**src/rtl/ysyx_24120013_fetch_pkg.sv**
```systemverilog
// Shared types and constants for the ysyx_24120013 fetch front end.
// The HALT state exists only when YSYX_24120013_FETCH_MISALIGN_EN is defined.
package ysyx_24120013_fetch_pkg;

  localparam logic [31:0] NOP_INST         = 32'h0000_0013;
  localparam logic [31:0] DEFAULT_RESET_PC = 32'h8000_0000;

`ifdef YSYX_24120013_FETCH_MISALIGN_EN
  typedef enum logic [1:0] {REQ, WAIT, DROP, HALT} fetch_state_e;
`else
  typedef enum logic [1:0] {REQ, WAIT, DROP} fetch_state_e;
`endif

endpackage

```
**src/rtl/ysyx_24120013_inst_fifo.sv**
```systemverilog
// Registered instruction FIFO between memory responses and decode.
// Flush clears the queue but still accepts a same-cycle push as the new head.
module ysyx_24120013_inst_fifo #(
  parameter int DEPTH = 2,
  parameter int WIDTH = 65
) (
  input  logic             clk,
  input  logic             rst,
  input  logic             flush,
  input  logic             push,
  input  logic [WIDTH-1:0] push_data,
  input  logic             pop,
  output logic [WIDTH-1:0] head_data,
  output logic             full,
  output logic             empty
);

  localparam int PTR_W = $clog2(DEPTH);

  logic [PTR_W-1:0] rd_ptr_q, rd_ptr_d, wr_ptr_q, wr_ptr_d;
  logic [PTR_W:0]   count_q, count_d;
  logic [WIDTH-1:0] mem_q [DEPTH];
  logic [WIDTH-1:0] mem_d [DEPTH];
  logic             do_push, do_pop;

  assign full    = (count_q == (PTR_W+1)'(DEPTH));
  assign empty   = (count_q == '0);
  assign do_pop  = pop && !empty && !flush;
  assign do_push = push && (flush || !full || do_pop);

  assign head_data = empty ? '0 : mem_q[rd_ptr_q];

  always_comb begin
    mem_d    = mem_q;
    rd_ptr_d = rd_ptr_q;
    wr_ptr_d = wr_ptr_q;
    count_d  = count_q;
    if (flush) begin
      rd_ptr_d = '0;
      wr_ptr_d = '0;
      count_d  = '0;
    end
    if (do_push) begin
      mem_d[wr_ptr_d] = push_data;
      wr_ptr_d        = wr_ptr_d + 1'b1;
      count_d         = count_d + 1'b1;
    end
    if (do_pop) begin
      rd_ptr_d = rd_ptr_q + 1'b1;
      count_d  = count_d - 1'b1;
    end
  end

  always_ff @(posedge clk) begin
    if (rst) begin
      rd_ptr_q <= '0;
      wr_ptr_q <= '0;
      count_q  <= '0;
    end else begin
      rd_ptr_q <= rd_ptr_d;
      wr_ptr_q <= wr_ptr_d;
      count_q  <= count_d;
    end
  end

  always_ff @(posedge clk) begin
    mem_q <= mem_d;
  end

endmodule

```
**src/rtl/ysyx_24120013_fetch_unit.sv**
```systemverilog
// Fetch front end: owns the fetch PC, issues one request at a time, buffers words.
// YSYX_24120013_FETCH_MISALIGN_EN turns misaligned redirects into a fault entry plus HALT.
module ysyx_24120013_fetch_unit
  import ysyx_24120013_fetch_pkg::*;
#(
  parameter int                    ADDR_WIDTH = 32,
  parameter int                    DATA_WIDTH = 32,
  parameter logic [ADDR_WIDTH-1:0] RESET_PC   = DEFAULT_RESET_PC,
  parameter int                    BUF_DEPTH  = 2
) (
  input  logic                  clk,
  input  logic                  rst,
  input  logic                  redirect_en,
  input  logic [ADDR_WIDTH-1:0] redirect_pc,
  output logic                  mem_req_valid,
  input  logic                  mem_req_ready,
  output logic [ADDR_WIDTH-1:0] mem_req_addr,
  input  logic                  mem_resp_valid,
  input  logic [DATA_WIDTH-1:0] mem_resp_data,
  output logic                  inst_valid,
  input  logic                  inst_ready,
  output logic [DATA_WIDTH-1:0] inst,
  output logic [ADDR_WIDTH-1:0] inst_pc,
  output logic                  inst_fault
);

  localparam int ENTRY_W = DATA_WIDTH + ADDR_WIDTH + 1;

  typedef struct packed {
    logic [DATA_WIDTH-1:0] inst;
    logic [ADDR_WIDTH-1:0] pc;
    logic                  fault;
  } entry_t;

  fetch_state_e          state_q, state_d;
  logic [ADDR_WIDTH-1:0] pc_q, pc_d, issued_pc_q, issued_pc_d;
  logic                  req_fire, outstanding;
  logic                  fifo_push, fifo_pop, fifo_full, fifo_empty;
  entry_t                push_entry, head_entry;

  assign mem_req_valid = !rst && (state_q == REQ) && !fifo_full;
  assign mem_req_addr  = pc_q;
  assign req_fire      = mem_req_valid && mem_req_ready;
  assign inst_valid    = !fifo_empty;
  assign fifo_pop      = inst_valid && inst_ready;
  assign inst          = head_entry.inst;
  assign inst_pc       = head_entry.pc;
  // Only the misalign build ever pushes a set fault bit.
  assign inst_fault    = head_entry.fault;

`ifdef YSYX_24120013_FETCH_MISALIGN_EN
  logic stale_q, stale_d;
  logic misaligned;
  assign misaligned = (redirect_pc[1:0] != 2'b00);
`endif

  // A request is still owed a response after this cycle.
  always_comb begin
    outstanding = 1'b0;
    case (state_q)
      REQ:        outstanding = req_fire;
      WAIT, DROP: outstanding = !mem_resp_valid;
`ifdef YSYX_24120013_FETCH_MISALIGN_EN
      HALT:       outstanding = stale_q && !mem_resp_valid;
`endif
      default:    outstanding = 1'b0;
    endcase
  end

  always_comb begin
    state_d     = state_q;
    pc_d        = pc_q;
    issued_pc_d = issued_pc_q;
    fifo_push   = 1'b0;
    push_entry  = '{inst: mem_resp_data, pc: issued_pc_q, fault: 1'b0};
    if (redirect_en) begin
      pc_d    = redirect_pc & ~ADDR_WIDTH'(3);
      state_d = outstanding ? DROP : REQ;
`ifdef YSYX_24120013_FETCH_MISALIGN_EN
      if (misaligned) begin
        pc_d       = redirect_pc;
        state_d    = HALT;
        fifo_push  = 1'b1;
        push_entry = '{inst: DATA_WIDTH'(NOP_INST), pc: redirect_pc, fault: 1'b1};
      end
`endif
    end else begin
      case (state_q)
        REQ: if (req_fire) begin
          issued_pc_d = pc_q;
          pc_d        = pc_q + ADDR_WIDTH'(4);
          state_d     = WAIT;
        end
        WAIT: if (mem_resp_valid) begin
          fifo_push = 1'b1;
          state_d   = REQ;
        end
        DROP: if (mem_resp_valid) state_d = REQ;
        default: state_d = state_q;
      endcase
    end
  end

  always_ff @(posedge clk) begin
    if (rst) begin
      state_q     <= REQ;
      pc_q        <= RESET_PC;
      issued_pc_q <= '0;
    end else begin
      state_q     <= state_d;
      pc_q        <= pc_d;
      issued_pc_q <= issued_pc_d;
    end
  end

`ifdef YSYX_24120013_FETCH_MISALIGN_EN
  // Remembers a response still in flight when HALT was entered.
  always_comb begin
    stale_d = stale_q;
    if (redirect_en) stale_d = misaligned && outstanding;
    else if (state_q == HALT && mem_resp_valid) stale_d = 1'b0;
  end

  always_ff @(posedge clk) begin
    if (rst) stale_q <= 1'b0;
    else     stale_q <= stale_d;
  end
`endif

  ysyx_24120013_inst_fifo #(
    .DEPTH(BUF_DEPTH),
    .WIDTH(ENTRY_W)
  ) u_inst_fifo (
    .clk      (clk),
    .rst      (rst),
    .flush    (redirect_en),
    .push     (fifo_push),
    .push_data(push_entry),
    .pop      (fifo_pop),
    .head_data(head_entry),
    .full     (fifo_full),
    .empty    (fifo_empty)
  );

endmodule

```
**config.mk**
```make
export PLATFORM = sky130hd
export DESIGN_NAME = ysyx_24120013_fetch_unit
export DESIGN_NICKNAME = d
export VERILOG_FILES = /design/src/rtl/ysyx_24120013_fetch_pkg.sv /design/src/rtl/ysyx_24120013_inst_fifo.sv /design/src/rtl/ysyx_24120013_fetch_unit.sv
export SDC_FILE = /design/constraint.sdc
export NUM_CORES = 1
export LEC_CHECK = 0
export ABC_AREA = 1
export CAP_MARGIN = 20
export CORE_MARGIN = 10
export CORE_UTILIZATION = 30
export DETAILED_ROUTE_END_ITERATION = 7
export RECOVER_POWER = 50
export SLEW_MARGIN = 20
export SYNTH_ARGS = -nofsm -noshare
export SYNTH_HDL_FRONTEND = slang
export SYNTH_SLANG_ARGS = --single-unit
```
**constraint.sdc**
```tcl
create_clock -name clk -period 4.45 [get_ports clk]
set_input_delay 1.335 -clock clk [delete_from_list [all_inputs] [get_ports clk]]
set_output_delay 1.335 -clock clk [all_outputs]
set_load 0.01 [all_outputs]
```
; ---- After elaboration in Yosys (flattened, before gate mapping)
; Cells that the tools add are included.
[classes]
n_lt_le_gt_ge = 3
bitwise = 3
reduce_logical = 27
eq_ne = 5
mux = 26
add_sub_neg = 5
[ops]
columns = operator, n
row1 = $mux 65, 5
row2 = $bwmux 130, 1
row3 = $mux 32, 3
row4 = $demux 65 s1, 1
row5 = $add 32x3->32 const B, 1
row6 = $mux 2, 7
row7 = $logic_and 1x1->1, 8
row8 = $mux 1, 7
row9 = $reduce_and 3->1, 2
row10 = $reduce_bool 2->1, 3
row11 = $logic_not 1->1, 5
row12 = $eq 2x2->1 const B, 2
row13 = $ge 2x2->1 const B, 2
row14 = $logic_not 2->1, 2
row15 = $not 1->2, 2
row16 = $pmux 2 s2, 1
row17 = $reduce_and 2->1, 2
row18 = $reduce_or 2->1, 2
row19 = $ne 3x1->1 const B, 1
row20 = $ne 3x3->1 const B, 1
row21 = $reduce_bool 3->1, 1
row22 = $add 1x1->1 const B, 2
row23 = $add 2x1->2 const B, 1
row24 = $eq 2x1->1 const B, 1
row25 = 5 further kinds, 6
[totals]
word_cells = 78
reg_bits = 200
output_inout_bits = 99

; ---- Logic depth before layout (Yosys ltp)
; Gate-level depths: netlist of the first run.
[depth]
word_depth = 10
mapped_depth = 12
depth_no_buf = 11

; ---- Cells and area by module
; Synthesis of the first run repeated with hierarchy kept, for this count alone.
[hier_totals]
hier_cells = 907
area_unflattened_um2 = 8685.8
[by_module_without_submodules]
columns = mod, cells_each, area_per_inst_um2, instances
row1 = ysyx_24120013_inst_fifo, 384, 5290.1, 1
row2 = ysyx_24120013_fetch_unit, 523, 3395.8, 1

; ---- Least setup slack after synthesis of the first run
; Ideal clock, no wire load.
[synth_path]
path_type = in2reg
startpoint = input redirect_en
endpoint = register u_inst_fifo.mem_q[10] in the netlist's numbering, enable pin
path_slack_ns = 0.583
setup_ns = 0.427
required_time_ns = 4.023
path_buffers = 2
arrival_ns = 3.441
stages = 6
cell_sequence = buf_2 -> inv_2 -> buf_2 -> nand2_1 -> inv_1 -> ha_1
[synth_between]
elab_chain_len = 4
word_cells_on_any_way = 6
[synth_rtl]
columns = item, line_no
row1 = "start, declared", ysyx_24120013_fetch_unit.sv:13  ; input logic redirect_en,
row2 = $logic_not 1->1, ysyx_24120013_inst_fifo.sv:28  ; assign do_pop = pop && !empty && !flush;
row3 = $logic_and 1x1->1, ysyx_24120013_inst_fifo.sv:28
row4 = $logic_or 1x1->1, ysyx_24120013_inst_fifo.sv:29  ; assign do_push = push && (flush || !full || do_pop);
row5 = $logic_and 1x1->1 *, ysyx_24120013_inst_fifo.sv:29
row6 = "end signal, assigned", ysyx_24120013_inst_fifo.sv:67  ; mem_q <= mem_d;
row7 = "end, declared", ysyx_24120013_inst_fifo.sv:22  ; logic [WIDTH-1:0] mem_q [DEPTH];
; Every way passes the cells marked *; elsewhere a longest branch is shown, timed or not.
; A chain may end at the register's enable or synchronous reset.

; ---- Worst setup path after layout of the first run
[layout_path]
startpoint = input rst
endpoint = output mem_req_valid
[layout_between]
elab_chain_len = 3
[layout_rtl]
columns = item, line_no
row1 = "start, declared", ysyx_24120013_fetch_unit.sv:12  ; input logic rst,
row2 = $logic_not 1->1, ysyx_24120013_fetch_unit.sv:41  ; assign mem_req_valid = !rst && (state_q == REQ) && !fifo_full;
row3 = $logic_and 1x1->1 (2 in series), ysyx_24120013_fetch_unit.sv:41
row4 = "end, declared", ysyx_24120013_fetch_unit.sv:15  ; output logic mem_req_valid,
; No other way between the ends.

==> impl_results.md, run 1 <==
* Syn Std Cell Area at 8360 um2
* Share of cells above drive strength 1 at 0.0621
* Worst Hold Class: flop to flop
* Initial antenna violation count at 0
* Synth top area share at 0.446
* Gate Count Post-Synth at 918
* Combinational power share at 0.090
* Leakage Power at 4.17 nW
* Slew at the pin with the worst max-slew slack at 1.03 ns
* CTS buffer count at 17
* Filler cell count at 2793
* Internal reg-to-reg setup slack at 1.88 ns
* Remaining Overflow, GRT at 0
* Worst Path Required at 3.12 ns
* WL final at 23000 um
* Area grow syn2layout at 31.1%
* DIE AREA at 34900 um2
* GRT Total Usage at 0.130
* Hpwl dp at 16200 um
* Endpoints failing setup at 0
* Period utilization at 0.896
* Slew HR at 0.316
* WL/cell at 15.8 um
* CTS Sinks at 190
* RSZ-0062 raised after global routing: false
* GPL Wtd Cong at 0.892
* Total number of vias at 6599
* Clk_lat worst skew at 0.43 ns
* Fmax at 0.251 GHz
* Largest cells by area after synthesis: edfxtp_1, dfxtp_1, nand2_1
* Util after Layout at 0.397
* Setup bufs post-CTS at 0
* Sw frac at 0.256
* Hold_buf cts at 0
* Top Ports at 169
* Max-slew violations at 0
* ANT nets after route at 0
* TritonCTS clock tree: built
* Setup crit start kind: input pin
* CP max stage cell: clkdlybuf4s50_1
* Clock Skew at 0.0127 ns
* Cells along the critical path: dlygate4sd3_1 -> nor3_1 -> clkdlybuf4s50_1
* Yosys warning total at 0
* Clk buf depth at 2
* Register bit total from synthesis at 190
* Reg-to-Reg End: u_inst_fifo.mem_q[35]
* Setup_tns at 0 ns
* Outcome: finished clean
* Die Y at 187 um
* CORE AREA at 27600 um2
* CP max FO at 2
* DRC at 0
* Setup crit start: rst
* Post-route insts no fill at 1459
* Clock Tree Root: clkbuf_16
* Critical Path End: mem_req_valid
* Crit Reg-Reg Startpoint: u_inst_fifo.count_q[0]
* Critical path class: input pin to primary output
* DRT iter0 DRCs at 445
* Placed cell count at 1425
* Unique masters post-synth at 33
* Worst EP arrival at 2.65 ns
* Clk network pwr share at 0.391
* Row count at 61
* Min cycle time layout at 3.99 ns
* Initial Util at 0.303
* First-pass GRT wire length at 36000 um
* Drt pass-1 iters at 6
* Peak VDD IR at 0.227 mV
* Resized Gates After CTS at 0
* Switching power at 0.975 mW
* Power Density at 348 nW/um2
* Setup ws final at 0.462 ns
* Pin count of the biggest net entering global routing at 54
* Register share of total power at 0.519
* CP Capture Type: primary output
* Worst hold start: issued_pc_q[11]
* Vias/cell at 4.52
* Post-synth top area cell: edfxtp_1
* Final Hold Vio Count at 0
* H-tree levels at 4
* Pre-CTS setup slack at 0.484 ns
* CP peak stage delay at 0.57 ns
* Internal at 2.84 mW
* Port Buffer Count at 161
* Vias in the first global route at 6216
* Worst reg-to-reg path cell count at 8
* Die W at 187 um
* Fin nets at 1142
* MaxCap Viol Count at 0
* Reg clk slew, reported paths at 0.07 ns
* Synthesized area per cell at 9.10 um2
* Seq/Total Area, Yosys at 0.604
state kept, by name, indices dropped and copies added (netlist names):
name / flops
issued_pc_q: 30
mem_req_addr: 30
state_q: 2
u_inst_fifo.count_q: 2
u_inst_fifo.mem_q: 124
u_inst_fifo.rd_ptr_q: 1
u_inst_fifo.wr_ptr_q: 1
metal layers:
layer  GRT usage  up-vias  routed length, um
met1       0.170     3077              10800
met4      0.0444        0                311
li1            -     3334                  -
met5           0        -                  0
met3      0.0354       22               1300
met2       0.202      166              10600
through the flow:
step / instance area, um2 / hold WS (ns) / power (mW)
finish: 11000 / 0.445 / 3.81
global route: 11000 / 0.457 / 4.00
CTS: 11000 / 0.448 / 3.89
detailed placement: 10400 / 0.435 / 2.38
global placement: 10400 / 0.433 / 2.37
floorplan: 8370 / 0.420 / 2.19
critical path: cells and delay by family:
kind / cells / cell delay [ns]
buffers and inverters: 2 / 1.13
AND/OR/NAND/NOR: 1 / 0.19
placed cells by master (no fill, tap or decap), types with 2 or more instances in the layout:
cell type,n
diode_2,2
clkdlybuf4s50_1,96
xnor2_1,4
inv_2,2
buf_12,6
clkinv_8,5
o211ai_1,2
nand2_1,263
nor2_2,15
xor2_1,3
dfxtp_1,65
nand4_1,7
dlygate4sd3_1,65
ha_1,6
nand3b_1,8
inv_1,78
a211oi_1,2
inv_6,5
a21oi_1,87
nand3_1,56
inv_8,2
conb_1,5
clkinv_4,2
nor3_1,15
clkbuf_16,17
o21ai_0,35
buf_4,4
a31oi_1,4
edfxtp_1,124
nor2_1,85
cell type report:
cell class	count	area [um2]	share of cell area
Sequential cell	190	5050	0.460
Multi-Input combinational cell	604	2770	0.253
Timing Repair Buffer	172	1770	0.161
Tap cell	378	473	0.0432
Clock buffer	17	425	0.0388
Inverter	81	305	0.0279
Clock inverter	15	169	0.0154
Antenna cell	2	5.00	0.000457
kinds of logic after synthesis:
| kind of cell | Yosys count | share of synthesized area |
|---|---|---|
| xor gates and xnor gates | 7 | 0.00734 |
| other | 1 | 0.000449 |
| DFF | 190 | 0.604 |
| and+or+nand+nor | 455 | 0.232 |
| AOI/OAI and AO/OA | 131 | 0.0805 |
| adders and majority gates | 6 | 0.00898 |
| buffers and inverters | 128 | 0.0668 |
power groups by stage:
stage,registers [mW],logic (mW),clock network [mW]
after floorplan,2.01,0.180,0
after global placement,2.02,0.356,0
after detailed placement,2.02,0.361,0
after CTS,1.98,0.363,1.55
after global routing,1.99,0.384,1.63
final,1.98,0.344,1.49
synthesized netlist by cell type, drive strengths merged:
master and number:
nand4 8, or2 1, nand2 264, conb 1, o21ai 35, nand3 57
o211ai 2, dfxtp 66, clkbuf 25, xor2 3, edfxtp 124, a211oi 2
nor2 102, inv 80, a31oi 4, buf 22, nand3b 8, o31ai 1
ha 6, xnor2 4, a21oi 87, nor3 15, clkinv 1
how the worst min path moves through the flow:
stage,depth (start not counted),slack (ns),to
after CTS,0,0.45,u_inst_fifo.mem_q[77]
after global placement,0,0.43,u_inst_fifo.mem_q[78]
final,0,0.45,u_inst_fifo.mem_q[77]
after global routing,0,0.46,u_inst_fifo.mem_q[85]
after floorplan,0,0.42,u_inst_fifo.mem_q[12]
after detailed placement,0,0.44,u_inst_fifo.mem_q[78]
No activity file was read; power rests on OpenSTA's default activity.
==> run 2: changes to the inputs <==
--- a/config.mk
+++ b/config.mk
@@ -8,8 +8,9 @@
 export ABC_AREA = 1
 export CAP_MARGIN = 20
 export CORE_MARGIN = 10
-export CORE_UTILIZATION = 30
+export CORE_UTILIZATION = 50
 export DETAILED_ROUTE_END_ITERATION = 7
+export PLACE_DENSITY = 0.78
 export RECOVER_POWER = 50
 export SLEW_MARGIN = 20
 export SYNTH_ARGS = -nofsm -noshare
==> run 2 against run 1 <==
Sequential cell count unchanged. Worst setup slack improved by 0.0089 ns. Clock power about the same. Final area shrank 2.1%. Critical path depth stayed put. Power decreased by 0.47%. Hold slack better by 0.0060 ns. Final cell count decreased by 11%. Critical path type unchanged.
==> impl_results.md, run 2 (synthesis gave the netlist of run 1 again) <==
* Worst Path Required at 3.12 ns (about the same)
* Endpoints failing setup at 0 (unchanged)
* Cells along the critical path: dlygate4sd3_1 -> nor3_1 -> clkdlybuf4s50_1
* Total number of vias at 6632 (+0.50%)
* Worst Hold Class: flop to flop
* Pin count of the biggest net entering global routing at 63 (+17%)
* Power Density at 354 nW/um2 (+1.7%)
* Vias in the first global route at 6468 (+4.1%)
* Port Buffer Count at 161 (unchanged)
* H-tree levels at 4 (unchanged)
* Slew at the pin with the worst max-slew slack at 1.14 ns (+0.110 ns)
* RSZ-0062 raised after global routing: false
* GPL Wtd Cong at 0.944 (+5.8%)
* Die W at 149 um (-20%)
* CP Capture Type: primary output
* DIE AREA at 22300 um2 (-36%)
* Setup crit start kind: input pin
* Clk buf depth at 2 (unchanged)
* CORE AREA at 16500 um2 (-40%)
* DRT iter0 DRCs at 559 (+26%)
* Area grow syn2layout at 28.3%
* Reg clk slew, reported paths at 0.07 ns (about the same)
* Largest Register: u_inst_fifo.mem_q
* Final Hold Vio Count at 0 (unchanged)
* CTS Sinks at 190 (unchanged)
* Outcome: finished clean
* Overall Power at 3.80 mW (-0.47%)
* Fmax at 0.251 GHz (+0.22%)
* Leakage Power at 4.16 nW (-0.34%)
* Max-slew violations at 0 (unchanged)
* CP peak stage delay at 0.57 ns (about the same)
* First-pass GRT wire length at 32600 um (-9.3%)
* Remaining Overflow, GRT at 0 (unchanged)
* Share of cells above drive strength 1 at 0.0630 (+0.000868)
* Setup bufs post-CTS at 0 (unchanged)
* Hpwl dp at 14300 um (-12%)
* Critical path class: input pin to primary output
* Most common library cell in the layout ignoring fill and taps: nand2_1
* Fin nets at 1143 (+0.088%)
* WL final at 20700 um (-9.9%)
* MaxCap Viol Count at 0 (unchanged)
* Dpl cell area at 10200 um2 (-2.1%)
* Placed cell count at 1268 (-11%)
* TritonCTS clock tree: built
* Resized Gates After CTS at 0 (unchanged)
* CTS buffer count at 17 (unchanged)
* WL/cell at 15.9 um (+0.92%)
* Slew HR at 0.243 (-0.0724)
* Vias/cell at 5.09 (+13%)
* Clk_lat worst skew at 0.43 ns (about the same)
* DRC at 0 (unchanged)
* CP max FO at 2 (unchanged)
* Clock Skew at 0.00983 ns (-0.00291 ns)
* Min cycle time layout at 3.98 ns (-0.00893 ns)
* Initial Util at 0.508 (+0.205)
* Drt pass-1 iters at 6 (unchanged)
* Clock Tree Root: clkbuf_16
* Worst EP arrival at 2.64 ns (about the same)
* Most frequent cells in the layout: nand2_1, edfxtp_1, clkdlybuf4s50_1, a21oi_1, nor2_1
* WHS Path Cells at 0 (unchanged)
* Die Y at 149 um (-20%)
* Setup_tns at 0 ns (unchanged)
* Period utilization at 0.894 (-0.00201)
* ANT nets after route at 0 (unchanged)
* Util after Layout at 0.651 (+0.255)
* Initial antenna violation count at 0 (unchanged)
* Finished Cell Area at 10700 um2 (-2.1%)
* Row count at 47 (-23%)
* Flip-flop count of the largest register after layout at 124 (unchanged)
* Peak VDD IR at 0.264 mV (+16%)
* Worst reg-to-reg path cell count at 8 (unchanged)
* CP max stage cell: clkdlybuf4s50_1
* Post-route insts no fill at 1303 (-11%)
* Top Ports at 169 (unchanged)
* GRT Total Usage at 0.183 (+0.0538)
* Hold_buf cts at 0 (unchanged)
-- run 2: cell types whose count changed in the layout (fill, tap and decap cells not counted), moves of 2 or more --
| cell | previous run | this run |
|---|---|---|
| clkinv_4 | 2 | 4 |
| buf_12 | 6 | 4 |
| buf_4 | 4 | 6 |
| clkbuf_1 | 0 | 2 |
| inv_4 | 0 | 3 |
| clkinv_8 | 5 | 0 |
| inv_8 | 2 | 4 |
| inv_6 | 5 | 2 |
-- run 2: cell type report --
class	instances	area (um2)
antenna	3	7.51
clock buffer	17	425
clock inverter	15	151
fill	1366	5740
inverter	81	305
multi-input combinational	604	2770
sequential	190	5050
tap	220	275
timing repair buffer	173	1740
-- run 2: worst paths after layout --
kind / start / endpoint / slack [ns]
hold / removal: issued_pc_q[7] / u_inst_fifo.mem_q[8] / 0.45
hold reg to reg: issued_pc_q[7] / u_inst_fifo.mem_q[8] / 0.45
setup reg to reg: state_q[0] / issued_pc_q[11] / 1.81
setup / recovery: rst / mem_req_valid / 0.47
-- run 2: critical path, delay by kind of cell --
family | cells | cell delay (ns)
buffers and inverters | 2 | 1.13
AND/OR/NAND/NOR | 1 | 0.18
-- run 2: routing by layer --
layer / wire length (um) / part of all wire / global-route usage
met2: 9620 / 0.46 / 0.298
met3: 1390 / 0.067 / 0.0525
met5: 0 / 0 / 0
met4: 362 / 0.017 / 0.0628
met1: 9370 / 0.45 / 0.230
-- run 2: power by group --
group / internal, mW / leakage, nW / total [mW] / switching, mW
Clock: 0.793 / 0.291 / 1.48 / 0.687
Combinational: 0.153 / 2.15 / 0.339 / 0.186
Sequential: 1.93 / 1.71 / 1.98 / 0.0472
Total: 2.88 / 4.16 / 3.80 / 0.920
-- run 2: stage by stage --
stage               hold WS (ns)  worst slack, ns
detailed placement         0.436            0.245
CTS                        0.455            0.579
global placement           0.430            0.325
global route               0.469            0.286
finish                     0.451            0.471
floorplan                  0.420            0.583
==> run 3: changes to the inputs <==
--- a/config.mk
+++ b/config.mk
@@ -10,6 +10,7 @@
 export CORE_MARGIN = 10
 export CORE_UTILIZATION = 50
 export DETAILED_ROUTE_END_ITERATION = 7
+export HOLD_SLACK_MARGIN = 0.12
 export PLACE_DENSITY = 0.78
 export RECOVER_POWER = 50
 export SLEW_MARGIN = 20
==> results of run 3 <==
The final DEF is identical to that of run 2; final timing and power are the same.
==> RTL change 1: new RTL, settings of run 1 <==
Set the parameter `BUF_DEPTH` to 4 (it was 2).
--- a/src/rtl/ysyx_24120013_fetch_unit.sv
+++ b/src/rtl/ysyx_24120013_fetch_unit.sv
@@ -8,3 +8,3 @@
   parameter logic [ADDR_WIDTH-1:0] RESET_PC   = DEFAULT_RESET_PC,
-  parameter int                    BUF_DEPTH  = 2
+  parameter int                    BUF_DEPTH  = 4
 ) (
Formal check against the unedited RTL: not equivalent (Yosys sat finds a counterexample within 10 cycles, from zero or initial values and one cycle with rst high).
==> RTL change 1 against run 1 <==
The flow now finishes with violations (capacitance limit, slew limit); synthesized cell count is 47% higher; global-route usage fell by 0.064 points; area after synthesis increased by 61%; final cell count grew 45%; sequential cell count grew 127; final area is 54% higher; count of clock-buffer cells in the layout grew 32; worst hold slack improved by 0.050 ns; routed wire length rose by 53%; total power grew 72%; highest routed layer unchanged; clock power rose by 97%; worst setup slack worse by 0.11 ns; sequential power is 65% higher; first-iteration DRC count increased by 91%.
==> RTL change 1: results (changes against run 1) <==
Run:
- The number of max-capacitance violations reported is 2 (+2).

Synthesis:
- The area share of the largest cell type after synthesis came to 0.554 (+0.109).
- The number of enable-type register cells in the synthesized netlist is 248 (+100%).
- The area of the mapped netlist was 13400 um^2 (+61%).
- The number of unique standard cell types used by synthesis was 35 (+6.1%).

Drt:
- The count of TritonRoute iterations in the first routing pass is 5 (-1).

Worst setup path:
- The biggest fanout along the worst timing path was 62 (+60).
- The capturing element of the worst setup path is u_inst_fifo.mem_q[177].
- The biggest cell delay along the critical path is 1.38 ns (+0.81 ns).
- The launch point of the worst path is redirect_en.
- The data arrival time at the worst-slack endpoint is 4.20 ns (+1.55 ns).

GRT:
- The met3 usage in global routing is 0.0315 (-0.00390).
- The number of global-route vias before repair is 9520 (+53%).
- The global routing usage on met2 is 0.201 (-0.000983).
- The total global-route track usage is 0.129 (-0.000637).

Status:
- The final reports fail on capacitance limit, slew limit.
- The flow ran to the end, but the final reports show violations.

Placement:
- The instance area after placement is 15700 um^2 (+52%).
- The worst slack at placement is 0.886 ns (+0.402 ns).
- The final weighted congestion of routability-driven global placement is 0.879 (-1.4%).

Layout:
- The total of fill cells in the finished design is 4331 (+55%).
- The total inserted antenna cells was 0 (-2).

STA:
- The time the final worst path needs with I/O delays and setup is 4.10 ns (+0.107 ns).
- The final number of max-transition violations is 87 (+87).
- The setup clock skew after layout is 0.0172 ns (+0.00446 ns).

Clock tree:
- The number of buffers created by CTS is 36 (+19).
- The source-to-sink clock delay at the later pin of the worst-skew pair came to 0.53 ns (+0.10 ns).

Power:
- The sequential cell power was 3.26 mW (+65%).
## RTL change 1: changes by cell type in the layout (fill, tap and decap cells not counted), moves of 11 or more
cell             before  now
nor2_1               85  322
edfxtp_1            124  248
o21ai_0              35  155
nand2_1             263  205
a21oi_1              87  119
dlygate4sd3_1        65   33
nand3_1              56   24
clkdlybuf4s50_1      96  127
clkbuf_16            17   39
nor3_1               15    2
nor2_2               15    4
## RTL change 1: cell families after synthesis
kind of cell	share of synthesized area
flops	0.657
simple gates	0.169
fa+ha+maj	0.00932
xor+xnor	0.00848
compound gates	0.107
buf+inv	0.0477
other cells	0.000279
## RTL change 1: metal layers
metal | vias to the layer above | wire [um]
met5 | - | 0
met4 | 0 | 668
met3 | 48 | 2350
met2 | 274 | 16000
met1 | 4660 | 16200
li1 | 4848 | -
## RTL change 1: final cells by class
cell class                 count  area [um^2]  share of cell area
clock buffer                  49         1040              0.0618
clock inverter                14          140             0.00830
inverter                      74          279              0.0165
multi-input combinational    887         3990               0.236
sequential                   317         8830               0.524
tap                          592          741              0.0439
timing repair buffer         184         1850               0.110
## RTL change 1: worst min path at each step
stage                          from                      to  slack (ns)  cells past startpoint
finish              issued_pc_q[16]   u_inst_fifo.mem_q[17]        0.50                      0
global route        issued_pc_q[16]   u_inst_fifo.mem_q[17]        0.52                      0
CTS                 issued_pc_q[16]   u_inst_fifo.mem_q[17]        0.50                      0
detailed placement  issued_pc_q[26]  u_inst_fifo.mem_q[222]        0.49                      0
global placement    issued_pc_q[10]   u_inst_fifo.mem_q[76]        0.48                      0
floorplan            issued_pc_q[9]   u_inst_fifo.mem_q[10]        0.45                      0
## RTL change 1: worst reg2reg max path: stages (launching register included)
cell     delay, ns
dfxtp_1       0.42
inv_2         0.06
nand3_2       0.14
or2_1         0.13
nand2_1       0.38
nor2_4        0.19
buf_2         1.38
==> RTL change 2: new RTL, settings of run 1 <==
Made on the original files. The 3 states of `fetch_state_e` get a one-hot encoding in 3 bits.
--- a/src/rtl/ysyx_24120013_fetch_pkg.sv
+++ b/src/rtl/ysyx_24120013_fetch_pkg.sv
@@ -10,3 +10,3 @@
 `else
-  typedef enum logic [1:0] {REQ, WAIT, DROP} fetch_state_e;
+  typedef enum logic [2:0] {REQ = 3'b001, WAIT = 3'b010, DROP = 3'b100} fetch_state_e;
 `endif
Formal check against the unedited RTL: same outputs for any inputs over 4 cycles, from zero or initial values and one cycle with rst high; so few cycles prove little.
==> RTL change 2 against run 1 <==
The run now ends with capacitance limit, slew limit left; sequential share of layout area rose by 0.86 points; synthesized cell count fell by 4.5%; worst setup slack got worse by 0.20 ns; worst hold slack improved by 0.0063 ns; die area fell by 1.1%; area after synthesis fell by 1.3%; total power fell by 0.19%; via count fell by 2.1%; routed wire length rose by 1.9%; count of clock-buffer cells in the layout rose by 4; final area fell by 1.4%; sequential cell count rose by 1; highest routed layer unchanged.
==> RTL change 2: results (changes against run 1) <==
GRT:
- The largest net degree at the start of global routing is 63 (+17%).
- The wire length of the first global-routing pass is 35500 um (-1.3%).
- The number of global-route vias before repair is 6269 (+0.85%).

Placement:
- The placed wire-length estimate after detailed placement came to 15900 um (-1.7%).
- The instance area after placement is 10200 um^2 (-1.4%).
- The cell count after placement is 1350 (-5.3%).
- The worst slack at placement came to 0.412 ns (-0.0720 ns).

Drt:
- The number of design-rule violations left by the first detailed-router iteration is 405 (-9.0%).
- The total via count after detailed routing is 6462 (-2.1%).
- The via-per-instance ratio is 4.67 (+3.3%).
- The wire length reported by the detailed router was 23400 um (+1.9%).

Synthesis:
- The share of synthesized cell area in full adder, half adder and majority cells is 0.00455 (-0.00443).
- The number of unique standard cell types used by synthesis was 42 (+27%).
- The mean instance size in the synthesized netlist was 9.41 um^2 (+3.3%).
- Counting instances in the post-synthesis netlist gives the leading cell types as nand2_1, edfxtp_1, a21oi_1.
- The share of the synthesized area in compound gates (AO/OA/AOI/OAI) is 0.102 (+0.0211).

Power:
- The maximum vdd ir drop came to 0.000239 V (+5.4%).
- The leakage dissipation is 3.89 nW (-6.7%).

Layout:
- The number of nets in the layout came to 1101 (-3.6%).
- The layout cell share with drive strength beyond 1 is 0.0701 (+0.00803).

STA:
- The worst hold slack is 0.452 ns (+0.00630 ns).
- The final number of max-transition violations is 104 (+104).
- The actual transition at the worst max-transition pin was 2.24 ns (+1.21 ns).

Status:
- The final reports fail on capacitance limit, slew limit.
- The run finished, with violations left.

Worst setup path:
- The data arrival time at the worst-slack endpoint was 2.85 ns (+0.20 ns).
- The largest individual stage delay along the critical path comes from the cell dlygate4sd3_1.
- The biggest cell delay along the critical path was 0.62 ns (+0.05 ns).
- The number of cells on the worst reg-to-reg path is 11 (+3).
- The reg-to-reg setup timing slack is 1.55 ns (-0.33 ns).
- The launching point of the worst reg2reg path is u_inst_fifo.count_q[1].
- The worst reg2reg path endpoint is mem_req_addr[28].

Run:
- The number of max-capacitance violations reported was 3 (+3).
==> RTL change 2: changes by cell type after synthesis, moves of 11 or more <==
cell and delta:
o21ai_0 -14, inv_1 -32, nor2_1 -16, a21oi_1 +16, nor3_1 -11, nand2_1 +19, nand3_1 -18
==> RTL change 2: worst max-delay path by stage <==
stage                     slack (ns)                     to         from
after floorplan                 0.66  u_inst_fifo.mem_q[10]  redirect_en
after global placement          0.42          mem_req_valid          rst
after global routing            0.22          mem_req_valid          rst
after detailed placement        0.41          mem_req_valid          rst
after CTS                       0.41          mem_req_valid          rst
final                           0.27          mem_req_valid          rst
==> RTL change 2: where the power goes <==
group          switching (mW)  internal, mW
Sequential             0.0468          1.91
Combinational           0.152         0.128
Clock                   0.698         0.866
==> RTL change 2: cell families (layout without fill, tap and decap cells) <==
group                    Yosys count  in the layout
adder cells (fa/ha/maj)            3              3
AND/OR/NAND/NOR                  420            420
flip-flops                       191            191
other                              1              6
buffers and inverters            100            260
XOR/XNOR                          10             10
AO/OA/AOI/OAI                    152            152
==> RTL change 2: layout make-up <==
type	instances	area, um^2
Timing Repair Buffer	174	1720
Inverter	54	206
Multi-Input combinational cell	590	2780
Clock inverter	11	113
Antenna cell	1	2.50
Tap cell	341	427
Sequential cell	191	5070
Clock buffer	21	493
Fill cell	2653	16200
==> RTL change 2: per-layer routing <==
metal / up-vias / global-route usage / wire [um]
met2: 190 / 0.215 / 10600
met4: 0 / 0.0316 / 182
met5: - / 0 / 0
li1: 3231 / - / -
met1: 3027 / 0.177 / 11000
met3: 14 / 0.0386 / 1650
==> RTL change 2: critical path: cells and delay by family <==
family	cells	cell delay, ns
buffers and inverters	3	1.28
and+or+nand+nor	2	0.22
